File: config.mk
export PLATFORM = sky130hd
export DESIGN_NAME = adc_capture_ctrl
export DESIGN_NICKNAME = d
export VERILOG_FILES = /design/src/rtl/adc_capture_pkg.sv /design/src/rtl/capture_fifo.sv /design/src/rtl/adc_capture_ctrl.sv
export SDC_FILE = /design/constraint.sdc
export NUM_CORES = 1
export LEC_CHECK = 0
export ABC_AREA = 1
export CORE_ASPECT_RATIO = 0.8
export CORE_MARGIN = 2
export CORE_UTILIZATION = 35
export CTS_CLUSTER_DIAMETER = 150
export DETAILED_ROUTE_END_ITERATION = 10
export PLACE_DENSITY_LB_ADDON = 0.3
export SYNTH_ARGS = -nofsm -noshare
export SYNTH_HDL_FRONTEND = slang
export SYNTH_SLANG_ARGS = --single-unit
File: constraint.sdc
create_clock -name sys_clk -period 3.45 [get_ports sys_clk]
set_input_delay 0.69 -clock sys_clk [delete_from_list [all_inputs] [get_ports sys_clk]]
set_output_delay 0.69 -clock sys_clk [all_outputs]
set_load 0.01 [all_outputs]
File: src/rtl/adc_capture_pkg.sv
// Shared types and helpers for the ADC capture controller: FSM state
// encoding, sample width, beat packing and the constant tkeep value.
package adc_capture_pkg;

    localparam int ADC_W = 12;
    localparam logic [3:0] TKEEP_ALL = 4'hF;

    typedef enum logic [1:0] {
        IDLE    = 2'd0,
        CAPTURE = 2'd1,
        DRAIN   = 2'd2
    } cap_state_t;

    // Pack a channel pair into one stream word: {4'b0, db, 4'b0, da}.
    function automatic logic [31:0] pack_beat(input logic [ADC_W-1:0] da,
                                              input logic [ADC_W-1:0] db);
        return {4'b0000, db, 4'b0000, da};
    endfunction

endpackage

File: src/rtl/capture_fifo.sv
// Synchronous show-ahead FIFO: rdata always presents the oldest entry.
// Full/empty come from a registered occupancy count so the full flag
// seen by the writer never depends on a same-cycle pop.
module capture_fifo #(
    parameter  int DEPTH = 16,
    parameter  int WIDTH = 33,
    localparam int AW    = $clog2(DEPTH)
) (
    input  logic             clk,
    input  logic             rst_n,
    input  logic             push,
    input  logic             pop,
    input  logic [WIDTH-1:0] wdata,
    output logic [WIDTH-1:0] rdata,
    output logic             full,
    output logic             empty,
    output logic [AW:0]      count
);

    logic [WIDTH-1:0] mem_q [DEPTH];
    logic [AW-1:0]    wr_ptr_q, wr_ptr_d;
    logic [AW-1:0]    rd_ptr_q, rd_ptr_d;
    logic [AW:0]      count_q, count_d;
    logic             do_push, do_pop;

    assign full    = (count_q == (AW+1)'(DEPTH));
    assign empty   = (count_q == '0);
    assign count   = count_q;
    assign rdata   = mem_q[rd_ptr_q];
    assign do_push = push & ~full;
    assign do_pop  = pop & ~empty;

    // Next pointers and occupancy; pointers wrap naturally at DEPTH.
    always_comb begin
        wr_ptr_d = wr_ptr_q;
        rd_ptr_d = rd_ptr_q;
        count_d  = count_q;
        if (do_push) wr_ptr_d = wr_ptr_q + AW'(1);
        if (do_pop)  rd_ptr_d = rd_ptr_q + AW'(1);
        case ({do_push, do_pop})
            2'b10:   count_d = count_q + (AW+1)'(1);
            2'b01:   count_d = count_q - (AW+1)'(1);
            default: count_d = count_q;
        endcase
    end

    // Pointer and count registers; reset empties the buffer.
    always_ff @(posedge clk or negedge rst_n) begin
        if (!rst_n) begin
            wr_ptr_q <= '0;
            rd_ptr_q <= '0;
            count_q  <= '0;
        end else begin
            wr_ptr_q <= wr_ptr_d;
            rd_ptr_q <= rd_ptr_d;
            count_q  <= count_d;
        end
    end

    // Storage array; contents are don't-care until written.
    always_ff @(posedge clk) begin
        if (do_push) mem_q[wr_ptr_q] <= wdata;
    end

endmodule

File: src/rtl/adc_capture_ctrl.sv
// ADC capture sequencer: packs dual-channel samples into 32-bit beats,
// frames them with tlast and buffers them towards an AXI-Stream sink.
// Optional macro ADC_CAPTURE_TEST_PATTERN_EN adds cfg_test_pat, which
// replaces live samples with an incrementing counter pattern.
//
// Stream handshake: a beat transfers on a cycle where m_axis_tvalid and
// m_axis_tready are both high; tvalid never drops and tdata/tlast never
// change while a beat is waiting for tready.
module adc_capture_ctrl
    import adc_capture_pkg::*;
#(
    parameter int FIFO_DEPTH = 16,
    parameter int LEN_W      = 16,
    parameter int NUM_W      = 16,
    parameter int OVF_W      = 16
) (
    input  logic             sys_clk,
    input  logic             ic_rst_n,
    input  logic             smp_vld,
    input  logic [11:0]      da_data,
    input  logic [11:0]      db_data,
    input  logic             ctrl_start,
    input  logic             ctrl_stop,
    input  logic [LEN_W-1:0] cfg_frame_len,
    input  logic [NUM_W-1:0] cfg_frame_num,
`ifdef ADC_CAPTURE_TEST_PATTERN_EN
    input  logic             cfg_test_pat,
`endif
    output logic [31:0]      m_axis_tdata,
    output logic [3:0]       m_axis_tkeep,
    output logic             m_axis_tvalid,
    output logic             m_axis_tlast,
    input  logic             m_axis_tready,
    output logic             sts_busy,
    output logic             sts_done,
    output logic             sts_ovf,
    output logic [OVF_W-1:0] sts_ovf_cnt,
    output logic [NUM_W-1:0] sts_frames,
    output logic [1:0]       dbg_state
);

    localparam int CNT_W = $clog2(FIFO_DEPTH) + 1;

    cap_state_t       state_q, state_d;
    logic [LEN_W-1:0] len_q, len_d;
    logic [LEN_W-1:0] beat_cnt_q, beat_cnt_d;
    logic [NUM_W-1:0] num_q, num_d;
    logic [NUM_W-1:0] frames_q, frames_d;
    logic             ovf_q, ovf_d;
    logic [OVF_W-1:0] ovf_cnt_q, ovf_cnt_d;
    logic             stop_pend_q, stop_pend_d;

    logic             push_c, done_c;
    logic             last_beat, run_end, stop_req;
    logic [ADC_W-1:0] smp_a, smp_b;

    logic [32:0]      fifo_rdata;
    logic             fifo_full, fifo_empty;
    logic [CNT_W-1:0] fifo_count;

    assign last_beat = (beat_cnt_q == len_q - LEN_W'(1));
    assign run_end   = (num_q != '0) && ((frames_q + NUM_W'(1)) == num_q);
    assign stop_req  = ctrl_stop | stop_pend_q;

`ifdef ADC_CAPTURE_TEST_PATTERN_EN
    logic             pat_en_q, pat_en_d;
    logic [ADC_W-1:0] pat_q, pat_d;

    assign smp_a = pat_en_q ? pat_q : da_data;
    assign smp_b = pat_en_q ? (pat_q + ADC_W'(1)) : db_data;

    // Pattern counter restarts each run and only advances on accepted pushes.
    always_comb begin
        pat_en_d = pat_en_q;
        pat_d    = pat_q;
        if (state_q == IDLE && ctrl_start) begin
            pat_en_d = cfg_test_pat;
            pat_d    = '0;
        end else if (push_c) begin
            pat_d = pat_q + ADC_W'(2);
        end
    end

    // Pattern registers.
    always_ff @(posedge sys_clk or negedge ic_rst_n) begin
        if (!ic_rst_n) begin
            pat_en_q <= 1'b0;
            pat_q    <= '0;
        end else begin
            pat_en_q <= pat_en_d;
            pat_q    <= pat_d;
        end
    end
`else
    assign smp_a = da_data;
    assign smp_b = db_data;
`endif

    // Run sequencing: start latches config, capture frames beats, drain
    // waits for the buffer to empty before signalling done.
    always_comb begin
        state_d     = state_q;
        len_d       = len_q;
        num_d       = num_q;
        beat_cnt_d  = beat_cnt_q;
        frames_d    = frames_q;
        ovf_d       = ovf_q;
        ovf_cnt_d   = ovf_cnt_q;
        stop_pend_d = stop_pend_q;
        push_c      = 1'b0;
        done_c      = 1'b0;
        case (state_q)
            IDLE: begin
                if (ctrl_start) begin
                    len_d       = (cfg_frame_len == '0) ? LEN_W'(1) : cfg_frame_len;
                    num_d       = cfg_frame_num;
                    beat_cnt_d  = '0;
                    frames_d    = '0;
                    ovf_d       = 1'b0;
                    ovf_cnt_d   = '0;
                    stop_pend_d = 1'b0;
                    state_d     = CAPTURE;
                end
            end
            CAPTURE: begin
                if (ctrl_stop) stop_pend_d = 1'b1;
                if (smp_vld) begin
                    if (!fifo_full) begin
                        push_c     = 1'b1;
                        beat_cnt_d = last_beat ? '0 : beat_cnt_q + LEN_W'(1);
                        if (last_beat) begin
                            frames_d = frames_q + NUM_W'(1);
                            if (stop_req || run_end) state_d = DRAIN;
                        end
                    end else begin
                        // Dropped samples never enter a frame.
                        ovf_d = 1'b1;
                        if (ovf_cnt_q != '1) ovf_cnt_d = ovf_cnt_q + OVF_W'(1);
                    end
                end
                // Stopping between frames needs no further beats.
                if (stop_req && beat_cnt_q == '0 && !push_c) state_d = DRAIN;
            end
            DRAIN: begin
                if (fifo_count == '0) begin
                    state_d = IDLE;
                    done_c  = 1'b1;
                end
            end
            default: state_d = IDLE;
        endcase
    end

    // Controller state registers.
    always_ff @(posedge sys_clk or negedge ic_rst_n) begin
        if (!ic_rst_n) begin
            state_q     <= IDLE;
            len_q       <= LEN_W'(1);
            num_q       <= '0;
            beat_cnt_q  <= '0;
            frames_q    <= '0;
            ovf_q       <= 1'b0;
            ovf_cnt_q   <= '0;
            stop_pend_q <= 1'b0;
        end else begin
            state_q     <= state_d;
            len_q       <= len_d;
            num_q       <= num_d;
            beat_cnt_q  <= beat_cnt_d;
            frames_q    <= frames_d;
            ovf_q       <= ovf_d;
            ovf_cnt_q   <= ovf_cnt_d;
            stop_pend_q <= stop_pend_d;
        end
    end

    capture_fifo #(
        .DEPTH (FIFO_DEPTH),
        .WIDTH (33)
    ) u_fifo (
        .clk   (sys_clk),
        .rst_n (ic_rst_n),
        .push  (push_c),
        .pop   (m_axis_tvalid & m_axis_tready),
        .wdata ({last_beat, pack_beat(smp_a, smp_b)}),
        .rdata (fifo_rdata),
        .full  (fifo_full),
        .empty (fifo_empty),
        .count (fifo_count)
    );

    // Stream outputs read zero while nothing is buffered.
    assign m_axis_tvalid = ~fifo_empty;
    assign m_axis_tdata  = fifo_empty ? 32'h0 : fifo_rdata[31:0];
    assign m_axis_tlast  = ~fifo_empty & fifo_rdata[32];
    assign m_axis_tkeep  = TKEEP_ALL;

    assign sts_busy    = (state_q != IDLE);
    assign sts_done    = done_c;
    assign sts_ovf     = ovf_q;
    assign sts_ovf_cnt = ovf_cnt_q;
    assign sts_frames  = frames_q;
    assign dbg_state   = state_q;

endmodule

==> impl_metrics.yaml <==
global_routing:
  grt_pass1_wl_um: 88800
  antenna_found_initial: 2
  overflow: 0
  grt_use_total_pct: 18.2
  grt_max_degree: 52
  grt_pass1_vias: 14900
cts:
  clockBufferDepth: 3
  cts_made_buffers: 49
  clk_latency_ns: 0.59
  clock_tree.root_cell: "clkbuf_16"
  cts.sinks: 497
  cts_tree: "done"
  cts.htree.levels: 2
  hold_buffers: 0
  clk_pin_slew_ns: 0.06
synth:
  async_reset_ff_share_pct: 19.5
  syn_avg_cell_area_um2: 11.0
  synth_area_mm2: 0.0215
  synth_edf_count: 400
  yosysSeqAreaShare_pct: 67.2
  yosys_register_bits: 497
  syn_inst: 1951
  synth.yosys.warnings: 0
  synth.distinct_cells: 46
  synthFlopType: "edfxtp_1"
cells_and_area:
  final_area_mm2: 0.0262
  layout_commonest_cell: "edfxtp_1"
  nets: 2174
  final_layout_size_suffix_gt1_share_pct: 9.88
  final_cell_mix: "edfxtp_1, nor2_1, o21ai_0"
  areaGrowthSynthToFinish_pct: 21.7
  fin_util_pct: 43.0
placement:
  dpl_cell_area_mm2: 0.0242
  place_congestion: 0.874
  dpl.hpwl_um: 33400
  portBuffers: 124
setup_path:
  r2r-start: "u_fifo.count[0]"
  r2r-end: "u_fifo.count[4]"
  r2r_cells: 14
  start_kind: "register"
  path_max_fanout: 18
  startpoint: "u_fifo.rd_ptr_q[1]"
  crit_required_ns: 2.76
  critPathCaptureType: "primary output"
  regToRegSetupSlack_ns: 0.68
  path_class: "reg -> out"
  crit_arrival_ns: 2.62
sta:
  finalCriticalPeriod_ns: 3.31
  drv_slew: 0
  setup_viol: 0
  hold_violations: 0
  slew-limit-headroom_pct: 56.4
  period_share_pct: 96.0
  max_slew.worst_pin.slew_ns: 0.654
  finClkSkew_ns: 0.0255
  whs_ns: 0.127
  tns_ns: 0
  fmax_ghz: 0.302
  rsz0062_at_grt: "false"
die:
  die_h_um: 226
  ios: 137
  die-area_mm2: 0.0634
  placementRows: 81
  die_w_um: 281
  core_area_mm2: 0.0609
  initial_core_util_pct: 35.3
detailed_routing:
  wirelength_um: 58500
  drtIter0Drc: 1442
  final_antenna_net_count: 0
  dr.pass1.iters: 5
  vias: 15400
  drc: 0
  viasPerCell: 5.20
  wl_per_cell_um: 19.7
power_and_ir_drop:
  power_leakage_nw: 9.30
  power.density_mw_per_mm2: 783
  finalPower_w: 0.0205
  irDropWorstVdd_mv: 0.438
  internal_power_w: 0.0129
  switchingPower_w: 0.00758
  pwr-share-clk_pct: 25.7
  p_seq_share_pct: 36.2
  switching_share_pct: 37.0
  pwr-share-comb_pct: 38.2
outcome:
  status: "finished, final reports clean"
hold_path:
  hold_path_class: "in -> async"
flow_run:
  drv_cap: 0
[power groups by stage]
stage / logic (W) / clock network [W] / registers, W
3_3_place_gp: 0.00729 / 0 / 0.00751
4_1_cts: 0.00765 / 0.00538 / 0.00740
3_5_place_dp: 0.00738 / 0 / 0.00752
2_1_floorplan: 0.00441 / 0 / 0.00739
5_1_grt: 0.00861 / 0.00563 / 0.00747
6_report: 0.00782 / 0.00526 / 0.00742
[worst max-delay path, stage by stage (launching register included)]
cell and delay (ns):
dfrtp_4 0.54, inv_6 0.14, buf_12 0.18, buf_12 0.16
o21ai_0 0.09, o22ai_1 0.11, nor2_1 0.05, nor2_1 0.08
o21ai_0 0.12, a21oi_1 0.26, dlygate4sd2_1 0.30
[sequential cells by signal (all words and copies together) (netlist names)]
name and cells:
beat_cnt_q 16, dbg_state 2, len_q 16, num_q 16, stop_pend_q 1, sts_frames 16, sts_ovf 1, sts_ovf_cnt 16
u_fifo.count 5, u_fifo.mem_q 400, u_fifo.rd_ptr_q 4, u_fifo.wr_ptr_q 4
[cell type report]
cell class | count | area (um2)
timing repair buffer | 195 | 2300
timing repair inverter | 1 | 8.76
fill | 5700 | 34700
clock inverter | 26 | 258
inverter | 107 | 422
antenna | 1 | 2.50
sequential | 497 | 14400
multi-input combinational | 1246 | 6380
tap | 830 | 1040
clock buffer | 64 | 1320
[kinds of logic after synthesis]
logic type,share of synthesized area (%)
DFF,67.2
xor gates and xnor gates,1.10
other,0.0349
AOI/OAI and AO/OA,11.7
and+or+nand+nor,14.9
buffers and inverters,4.18
adders and majority gates,0.908
[repair_timing]
item	CTS	global route
setup buffers	4	2
pin swaps	6	4
cloned	3	5
endpoints found under the setup margin	25	11
resized for setup	42	17
[synth_stat cells (6+ instances only)]
cell type / number / area, um2
nor4_1: 6 / 37.5
nor3b_1: 7 / 52.6
nor2_1: 344 / 1290
nor2_2: 6 / 37.5
o21ai_0: 269 / 1350
nor3_1: 16 / 80.1
a21oi_1: 43 / 215
dfrtp_1: 96 / 2400
nand3_2: 6 / 60.1
nand2_1: 251 / 942
ha_1: 14 / 175
o22ai_1: 28 / 175
xor2_1: 20 / 175
nand3_1: 91 / 455
o21ai_1: 8 / 40.0
buf_4: 12 / 90.1
o221ai_1: 72 / 631
nand3b_1: 6 / 45.0
xnor2_1: 7 / 61.3
clkbuf_1: 86 / 323
nand4_1: 13 / 81.3
inv_1: 100 / 375
edfxtp_1: 400 / 12000
[worst max-delay path by stage]
stage	slack [ns]	end
floorplan	0.61	u_fifo.mem_q[11][0]
global placement	0.32	m_axis_tlast
detailed placement	0.32	m_axis_tlast
CTS	-0.11	m_axis_tlast
global route	0.01	m_axis_tdata[19]
finish	0.14	m_axis_tdata[10]
[per-stage QoR]
| stage | worst slack, ns | std cells |
|---|---|---|
| 4_1_cts | -0.107 | 2959 |
| 2_1_floorplan | 0.609 | 1961 |
| 6_report | 0.138 | 2967 |
| 3_5_place_dp | 0.316 | 2862 |
| 5_1_grt | 0.00979 | 2966 |
| 3_3_place_gp | 0.317 | 2862 |
[per-layer routing]
layer  vias to the layer above  track usage (%)  routed length [um]
met5                         -                0                   0
met4                         0             5.18                1280
met3                        90             2.90                4340
met2                       607             28.3               26100
met1                      7513             26.5               26700
li1                       7213                -                   -
No activity file was read; power rests on OpenSTA's default activity.
==> RTL change (config.mk and constraints unchanged) <==
Set the parameter `OVF_W` to 20 (it was 16).
--- a/src/rtl/adc_capture_ctrl.sv
+++ b/src/rtl/adc_capture_ctrl.sv
@@ -12,7 +12,7 @@
     parameter int FIFO_DEPTH = 16,
     parameter int LEN_W      = 16,
     parameter int NUM_W      = 16,
-    parameter int OVF_W      = 16
+    parameter int OVF_W      = 20
 ) (
     input  logic             sys_clk,
     input  logic             ic_rst_n,
Interface: changed (resized sts_ovf_cnt); port bits go from 137 to 141. The function was not compared with the original's and may differ.
==> RTL change against the original RTL <==
Routed wire length rose by 2.3%. Synthesized area rose by 2.8%. Setup slack got worse by 0.017 ns. Sequential cell count rose by 4. Total power rose by 3.8%. Highest routed layer unchanged. Core utilization rose by 0.099 points. Clock skew rose by 0.016 ns. Register-to-register slack barely moved. Final area rose by 3.0%. Via count rose by 5.4%. Non-clock buffer count rose by 8.
==> RTL change: results (changes against the original RTL) <==
----------------------------------------------------
[Status]
  Outcome ... finished clean

[Drt]
  Routed len/inst ... 19.24 um (-2.3%)
  DRT Wirelength ... 59770 um (+2.3%)
  Iteration-0 DRC Markers ... 1557 (+8.0%)

[GRT]
  GR met2 Demand/Resource ... 27.36% (-0.93 points)
  Antenna violations before repair ... 1 (-1)
  First-pass GRT wire length ... 91760 um (+3.3%)
  Met3 track utilization from global routing ... 3.333% (+0.44 points)
  GRT Overall Usage ... 17.98% (-0.26 points)

[Timing]
  Normalized max-slew margin ... 53.58% (-2.8 points)
  Post-route clock skew ... 0.04124 ns (+0.01573 ns)

[Worst setup path]
  CP max FO ... 17 (-1)
  CP Data Arrival Time ... 2.64 ns (+0.02 ns)

[Placement]
  Inst Count DP ... 2993 (+4.6%)
  Final weighted congestion of routability-driven global placement ... 0.8490 (-2.8%)
  Post-placement cell area ... 24830 um2 (+2.6%)
  HPWL Detailed ... 34890 um (+4.3%)

[Synth]
  Adder-cell share of the synthesized area ... 0.8831% (-0.025 points)
  Share of flip-flops with an asynchronous set or reset after synthesis ... 20.16% (+0.64 points)

[Final layout]
  Clock-cell share of area ... 6.553% (+0.51 points)
  Total of clock buffers placed in the layout ... 65 (+1.6%)
  Number of antenna repair diodes ... 0 (-1)
  Sequential portion of the cell area ... 53.96% (-1.2 points)

[Pwr]
  Power consumed by the clock network ... 5.79 mW (+10%)
  Logic pwr share ... 37.8% (-0.4 points)
  Power Density ... 789.7 nW/um2 (+0.82%)
  Leakage Power ... 9.719 nW (+4.5%)

----------------------------------------------------
[RTL change: changes by cell type after synthesis, sizes merged, moves of 4 or more]
cell    delta
o21ai     -21
nand2     +59
clkbuf     +4
xor2       +8
nand3     +17
nor2      +20
nor4       +6
inv        +6
dfrtp      +4
nor3b      -6
a21oi      +5
nand4     +13
[RTL change: metal layers]
layer,vias up,part of all wire [%]
met3,79,6.9
met2,579,45
met4,0,2.2
li1,7610,-
met1,7981,46
met5,-,0
[RTL change: worst max-delay path: stages (launching register included)]
cell and delay [ns]:
sky130_fd_sc_hd__dfrtp_4 0.56, sky130_fd_sc_hd__inv_12 0.12, sky130_fd_sc_hd__bufbuf_16 0.29, sky130_fd_sc_hd__nor2_1 0.05
sky130_fd_sc_hd__o22ai_1 0.15, sky130_fd_sc_hd__nor2_1 0.05, sky130_fd_sc_hd__nor2_1 0.08, sky130_fd_sc_hd__o21ai_0 0.10
sky130_fd_sc_hd__a21oi_1 0.26, sky130_fd_sc_hd__dlygate4sd2_1 0.35
